[src/rtl/l2_arbiter_pkg.sv]
// l2_arbiter_pkg: shared state, source and op types for the L2 arbiter
package rv32i_types;
  typedef enum logic [1:0] {IDLE, SERVE_I, SERVE_D} arb_state_t;
  typedef enum logic {SRC_I, SRC_D} arb_src_t;
  typedef enum logic {OP_READ, OP_WRITE} arb_op_t;
  localparam int L2_LINE_WIDTH = 256;
endpackage

[src/rtl/l2_arb_req_reg.sv]
// l2_arb_req_reg: captures the granted request so L2 inputs stay stable for the transaction
module l2_arb_req_reg
  import rv32i_types::*;
#(
  parameter int LINE_WIDTH = L2_LINE_WIDTH,
  parameter int ADDR_WIDTH = 32
) (
  input  logic                  clk,
  input  logic                  clear,
  input  logic                  load,
  input  logic [ADDR_WIDTH-1:0] next_address,
  input  logic [LINE_WIDTH-1:0] next_wdata,
  input  arb_op_t               next_op,
  output logic [ADDR_WIDTH-1:0] address,
  output logic [LINE_WIDTH-1:0] wdata,
  output arb_op_t               op
);
  always_ff @(posedge clk)
    if (clear) begin
      address <= '0;
      wdata   <= '0;
      op      <= OP_READ;
    end else if (load) begin
      address <= next_address;
      wdata   <= next_wdata;
      op      <= next_op;
    end
endmodule

[src/rtl/l2_arbiter.sv]
// l2_arbiter: round-robin arbiter sharing the L2 cache between the L1 I-cache and D-cache
module l2_arbiter
  import rv32i_types::*;
#(
  parameter int LINE_WIDTH = L2_LINE_WIDTH,
  parameter int ADDR_WIDTH = 32
) (
  input  logic                  clk,
  input  logic                  rst,
  input  logic                  i_read,
  input  logic [ADDR_WIDTH-1:0] i_address,
  output logic [LINE_WIDTH-1:0] i_rdata,
  output logic                  i_resp,
  input  logic                  d_read,
  input  logic                  d_write,
  input  logic [ADDR_WIDTH-1:0] d_address,
  input  logic [LINE_WIDTH-1:0] d_wdata,
  output logic [LINE_WIDTH-1:0] d_rdata,
  output logic                  d_resp,
  output logic                  l2_read,
  output logic                  l2_write,
  output logic [ADDR_WIDTH-1:0] l2_address,
  output logic [LINE_WIDTH-1:0] l2_wdata,
  input  logic [LINE_WIDTH-1:0] l2_rdata,
  input  logic                  l2_resp,
  output logic [31:0]           i_grant_count,
  output logic [31:0]           d_grant_count
);
  arb_state_t state;
  arb_src_t   last_grant;
  arb_op_t    op;
  logic       d_req, grant_i, grant_d, d_wr_grant;
  assign d_req      = d_read | d_write;
  // On a tie, the side that was not granted last wins
  assign grant_i    = state == IDLE && i_read && (!d_req || last_grant == SRC_D);
  assign grant_d    = state == IDLE && d_req && (!i_read || last_grant == SRC_I);
  assign d_wr_grant = grant_d && d_write;
  l2_arb_req_reg #(.LINE_WIDTH(LINE_WIDTH), .ADDR_WIDTH(ADDR_WIDTH)) u_req (
    .clk          (clk),
    .clear        (rst),
    .load         (grant_i | grant_d),
    .next_address (grant_d ? d_address : i_address),
    .next_wdata   (d_wr_grant ? d_wdata : '0),
    .next_op      (d_wr_grant ? OP_WRITE : OP_READ),
    .address      (l2_address),
    .wdata        (l2_wdata),
    .op           (op)
  );
  always_ff @(posedge clk)
    if (rst) begin
      state         <= IDLE;
      last_grant    <= SRC_I;
      i_grant_count <= '0;
      d_grant_count <= '0;
    end else if (grant_i) begin
      state         <= SERVE_I;
      last_grant    <= SRC_I;
      i_grant_count <= i_grant_count + 32'd1;
    end else if (grant_d) begin
      state         <= SERVE_D;
      last_grant    <= SRC_D;
      d_grant_count <= d_grant_count + 32'd1;
    end else if (state != IDLE && l2_resp) begin
      state <= IDLE;
    end
  assign l2_read  = state != IDLE && op == OP_READ;
  assign l2_write = state != IDLE && op == OP_WRITE;
  // A response arriving while reset is applied belongs to an abandoned transaction
  assign i_resp   = state == SERVE_I && l2_resp && !rst;
  assign d_resp   = state == SERVE_D && l2_resp && !rst;
  assign i_rdata  = l2_rdata;
  assign d_rdata  = l2_rdata;
endmodule

[config.mk]
export PLATFORM = sky130hd
export DESIGN_NAME = l2_arbiter
export DESIGN_NICKNAME = d
export VERILOG_FILES = /design/src/rtl/l2_arbiter_pkg.sv /design/src/rtl/l2_arb_req_reg.sv /design/src/rtl/l2_arbiter.sv
export SDC_FILE = /design/constraint.sdc
export NUM_CORES = 1
export LEC_CHECK = 0
export CORE_AREA = 2 2 558 560
export DETAILED_ROUTE_END_ITERATION = 7
export DIE_AREA = 0 0 560 562
export PLACE_DENSITY = 0.3
export SETUP_SLACK_MARGIN = 0.1
export SLEW_MARGIN = 20
export SYNTH_ARGS = -nofsm -noshare
export SYNTH_HDL_FRONTEND = slang
export SYNTH_SLANG_ARGS = --single-unit
[constraint.sdc]
create_clock -name clk -period 2.8 [get_ports clk]
set_input_delay 0.84 -clock clk [delete_from_list [all_inputs] [get_ports clk]]
set_output_delay 0.84 -clock clk [all_outputs]
set_load 0.01 [all_outputs]
== After elaboration in Yosys (flattened, before gate mapping) ==
Index checks and enable logic that the tools add are counted.

* Add/sub/neg operators: 2
* Equal/unequal tests: 2
* Muxes and demuxes: 6
* Bitwise gates (word level): 5
* Reductions and logical operators: 23

{| class="wikitable"
|+ Operator list
! operator !! count
|-
| 2-to-1 mux 256 bit || 1
|-
| adder 32 x 1 -> 32 bit (second input constant) || 2
|-
| 2-to-1 mux 32 bit || 1
|-
| logical AND 1 bit || 12
|-
| 2-to-1 mux 2 bit || 2
|-
| nonzero test 2 bit || 2
|-
| logical NOT 1 bit || 3
|-
| NOT 1 bit || 3
|-
| nonzero test 3 bit || 1
|-
| equality test 2 x 1 -> 1 bit (second input constant) || 1
|-
| equality test 2 bit (second input constant) || 1
|-
| logical NOT 2 bit || 1
|-
| logical OR 1 bit || 2
|-
| 2-to-1 mux 1 bit || 2
|-
| bitwise OR 1 bit || 2
|-
| AND reduction 2 bit || 1
|-
| OR reduction 2 bit || 1
|}

* Flip-flop bits (word level): 356
* Output and inout port bits: 868
* Logic and storage cells: 46

== Logic depth before layout (Yosys ltp) ==
* Word-level depth: 6
* Gate-level depth with buffers: 8

== By module ==
A second synthesis with hierarchy kept.

* Cells, all modules: 2216
* Area total of the unflattened synthesis: 19366.1 µm²

{| class="wikitable"
|+ By module, submodules not included
! module !! instances !! cells each !! area an instance (µm²)
|-
| l2_arb_req_reg || 1 || 931 || 10226.1
|-
| l2_arbiter || 1 || 1285 || 9140.0
|}

== Least setup slack after synthesis ==
No wires, ideal clock.

* Path type: input to output
* Start: input rst
* End: output d_resp
* Data arrival time: 1.686 ns
* Data required time: 1.960 ns
* Path slack: 0.274 ns
* Stages on the path: 3
* Buffers on the path: 2
* Cells stage by stage: clkbuf_1 > clkbuf_1 > nor4b_1

* Longest elaborated chain between the ends: 2

{| class="wikitable"
|+ Ends and longest elaborated chain
! item !! RTL line !! source
|-
| from (decl) || l2_arbiter.sv:9 || <nowiki>input logic rst,</nowiki>
|-
| logical NOT 1 bit || l2_arbiter.sv:70 || <nowiki>assign d_resp = state == SERVE_D && l2_resp && !rst;</nowiki>
|-
| logical AND 1 bit || l2_arbiter.sv:70 ||
|-
| to (decl) || l2_arbiter.sv:19 || <nowiki>output logic d_resp,</nowiki>
|}

No other way between the ends.

== Worst setup path after layout ==
* Start: input d_read
* End: register d_grant_count[28]

* Longest elaborated chain between the ends: 6
* Elaborated cells between the ends (all ways): 8
* Classes of those cells: bitwise (2); reduce/logical (6)

{| class="wikitable"
|+ Ends and longest elaborated chain
! item !! RTL line !! source
|-
| from (decl) || l2_arbiter.sv:14 || <nowiki>input logic d_read,</nowiki>
|-
| bitwise OR 1 bit (*) || l2_arbiter.sv:33 || <nowiki>assign d_req = d_read | d_write;</nowiki>
|-
| logical NOT 1 bit || l2_arbiter.sv:35 || <nowiki>assign grant_i = state == IDLE && i_read && (!d_req || last_grant == SRC_D);</nowiki>
|-
| logical OR 1 bit || l2_arbiter.sv:35 ||
|-
| logical AND 1 bit || l2_arbiter.sv:35 ||
|-
| NOT 1 bit (no source line) || -- ||
|-
| AND reduction 2 bit (no source line) (*) || -- ||
|-
| to (signal assigned) || l2_arbiter.sv:62 || <nowiki>d_grant_count <= d_grant_count + 32'd1;</nowiki>
|-
| to (decl) || l2_arbiter.sv:27 || <nowiki>output logic [31:0] d_grant_count</nowiki>
|}

Mark *: on every way between the ends. The rest lies on a longest branch, timed or not.
A chain may end at the register's enable or synchronous reset.

==> out/summary.txt <==
post-route cell area = 0.0273 mm²
worst skew pair latency = 0.70 ns
Post-DP Area = 0.0255 mm²
Leak = 0.00905 µW
Peak VDD IR = 0.486 mV
number of global-route vias before repair = 15200
initial DRC count = 692
Core Region = 0.308 mm²
clk_skew = 0.0331 ns
WL final = 176000 µm
antenna violations before repair = 50
sequential-to-total area share from yosys stat = 42.7%
Synth Warn # = 0
Peak Freq = 0.381 GHz
die area = 0.315 mm²
Clock Path Buffers = 3
fillers = 36000
Critical Path RT = 3.42 ns
max-slew violations = 0
syn_area_per_cell = 8.89 µm²
synth unique cells = 41
max cap viols = 0
area delta synth->final = 63.5%
Final min period = 2.63 ns
area share of the largest cell type after synthesis = 42.7%
Final nets = 2678
Cell Area, Synth = 0.0167 mm²
hold violation count in the final report = 0
period utilisation layout = 93.8%
worst setup path class = primary input to register
Post-CTS Setup Repair Bufs = 0
largest net degree at the start of global routing = 71
setup ws final = 0.172 ns
CP Capture Type = register
Power Dens Cells = 616 mW/mm²
Mapped Cells = 1877
Avg WL per Cell = 28.0 µm
FF+latch area = 0.00714 mm²
Final TNS setup = 0 ns
worst min-delay path category = primary input to register
relative slew slack = 57.7%
Worst Path Arrival = 3.25 ns
H-Tree Depth = 2
Sink Count = 356
Worst Path Max Fanout = 10
Setup violations, final = 0
first-pass GRT wire length = 212000 µm
CTS root buf = clkbuf_16
multi-input logic area = 0.00530 mm²
Die Wd = 560 µm
CTS Buf Count = 53
Port Buffers = 681
synthesized flop and latch total = 356
Remaining DRCs = 0
RSZ-0062 raised after global routing = false
status = finished clean
cell taking the most area after synthesis = dfxtp_1
Design Power = 16800 µW
largest cells by area after synthesis = dfxtp_1, buf_4, a22oi_1, nor2_1, clkbuf_1
pre-CTS WS = -0.701 ns
layout cells sized above 1 = 11.2%
Slew @ Worst Pin = 0.628 ns
Vias per Instance = 2.32
Via Count = 14500
# IOs = 1450
GRT Residual Overflow = 0
Initial Utilization = 5.41%
startpoint types = primary input
total track usage = 10.7%
CTS tree = built
ANT nets after route = 0
post-detail-place hpwl = 154000 µm
syn_nets = 2461
first drt pass iteration count = 5
standard-cell rows = 204
DIE HEIGHT = 562 µm
RePlAce Congestion = 0.774
CTS clk-pin slew, worst paths = 0.06 ns
## critical path, cell delays in order
cell and delay, ns:
clkdlybuf4s50_1 0.50, nor2_2 0.08, nand3b_1 0.37, buf_12 0.25
or4_1 0.40, buf_4 0.19, or4_1 0.47, a21oi_1 0.14
## cell type report
type	instances	share of cell area [%]
Clock buffer	73	5.32
Timing Repair Buffer	789	28.6
Clock inverter	25	1.45
Antenna cell	5	0.0459
Sequential cell	356	26.2
Tap cell	4120	18.9
Multi-Input combinational cell	887	19.4
Inverter	7	0.0963
## layer usage
layer	up-vias	global-route usage, %	wire length (µm)	part of all wire (%)
met5	-	0.858	398	0.23
met4	8	2.78	5130	2.9
met3	242	12.2	43200	25
met2	1451	18.4	83700	48
met1	6456	7.44	43000	25
li1	6352	-	-	-
## sequential cells by signal (all words and copies together) (netlist names)
| register | flops |
|---|---|
| u_req.address | 32 |
| u_req.wdata | 256 |
| state | 2 |
| u_req.op | 1 |
| d_grant_count | 32 |
| last_grant | 1 |
| i_grant_count | 32 |
## cells in the final DEF, fill, tap and decap left out, types with 3 or more instances in the layout
master           synthesis  layout
clkbuf_16                0      53
o21ai_0                  6       6
a31o_2                   4       4
xor2_1                  30      30
clkinvlp_4               0       4
nor4_1                   9       9
dlymetal6s2s_1           0       5
buf_4                  514      98
dlygate4sd2_1            0     104
mux2i_1                 33      33
nand2_1                 20      20
diode_2                  0       5
a22oi_1                256     256
or4_1                    4       4
buf_12                   0      25
dfxtp_1                356     343
a21oi_1                 17      17
nor2_1                 354     352
nand2b_1                 3       3
or3_1                    6       6
a211oi_1                32      32
nand4_1                 29      29
and4_1                   3       3
clkinv_2                 0       8
clkbuf_8                 0       5
clkbuf_1               104      15
dfxtp_2                  0      13
nor3_1                  10      10
and3_1                  10       9
xnor2_1                 19      19
nand3_1                 18      18
inv_1                    7       7
bufinv_16                0       8
clkdlybuf4s50_1          0     553
## cell families after synthesis
logic type / count (synthesis) / synth area share [%]
xor+xnor: 49 / 2.57
buf+inv: 634 / 25.9
fa+ha+maj: 2 / 0.150
compound gates: 318 / 14.0
mux: 34 / 2.05
flops: 356 / 42.7
simple gates: 484 / 12.6
## final timing paths
kind	cells after the start	to	from	slack, ns
worst max register to register	8	d_grant_count[29]	d_grant_count[2]	0.50
worst max-delay path	8	d_grant_count[28]	d_read	0.17
worst min register to register	2	u_req.wdata[19]	u_req.wdata[19]	0.50
worst min-delay path	2	state[1]	rst	0.45
## synthesized netlist by cell type
cell      count
nand4b_1      1
a211oi_1     32
xor2_1       30
mux2i_1      33
nand2b_1      3
and3b_1       1
nand3b_1      1
nand3_4       1
nand2_2       1
buf_2         6
and2_1        2
buf_1         3
nand2_1      20
or3b_2        1
and4_4        1
nor2_1      354
clkbuf_1    104
or3_1         6
a22oi_1     256
dfxtp_1     356
xnor2_1      19
and3_2        1
nor4b_1       4
nor2b_1       3
a31o_2        4
nand3_1      18
o31ai_1       2
or2_1         1
mux2_2        1
nor4_1        9
o21ai_0       6
nor3_1       10
buf_4       514
ha_1          2
inv_1         7
o21bai_1      1
and3_1       10
a21oi_1      17
or4_1         4
nand4_1      29
and4_1        3
## through the flow
step	hold slack, ns	util (%)	cells
after detailed placement	0.486	8.27	6159
after global routing	0.398	8.84	6257
after floorplan	0.473	-	1877
after CTS	0.371	8.84	6257
after global placement	0.477	8.27	6159
final	0.448	8.85	6262
## report_power, final
group | internal [µW] | total [µW] | switching, µW
clock | 4380 | 7440 | 3060
combinational | 1690 | 3650 | 1960
sequential | 5460 | 5720 | 255
total | 11500 | 16800 | 5280
## timing repair
item | in CTS | in global routing
gates resized for setup | 121 | 8
endpoints found under the setup margin | 118 | 13
hold buffers | 0 | 0
pin swaps | 0 | 0
(Power assumes the default switching activity.)
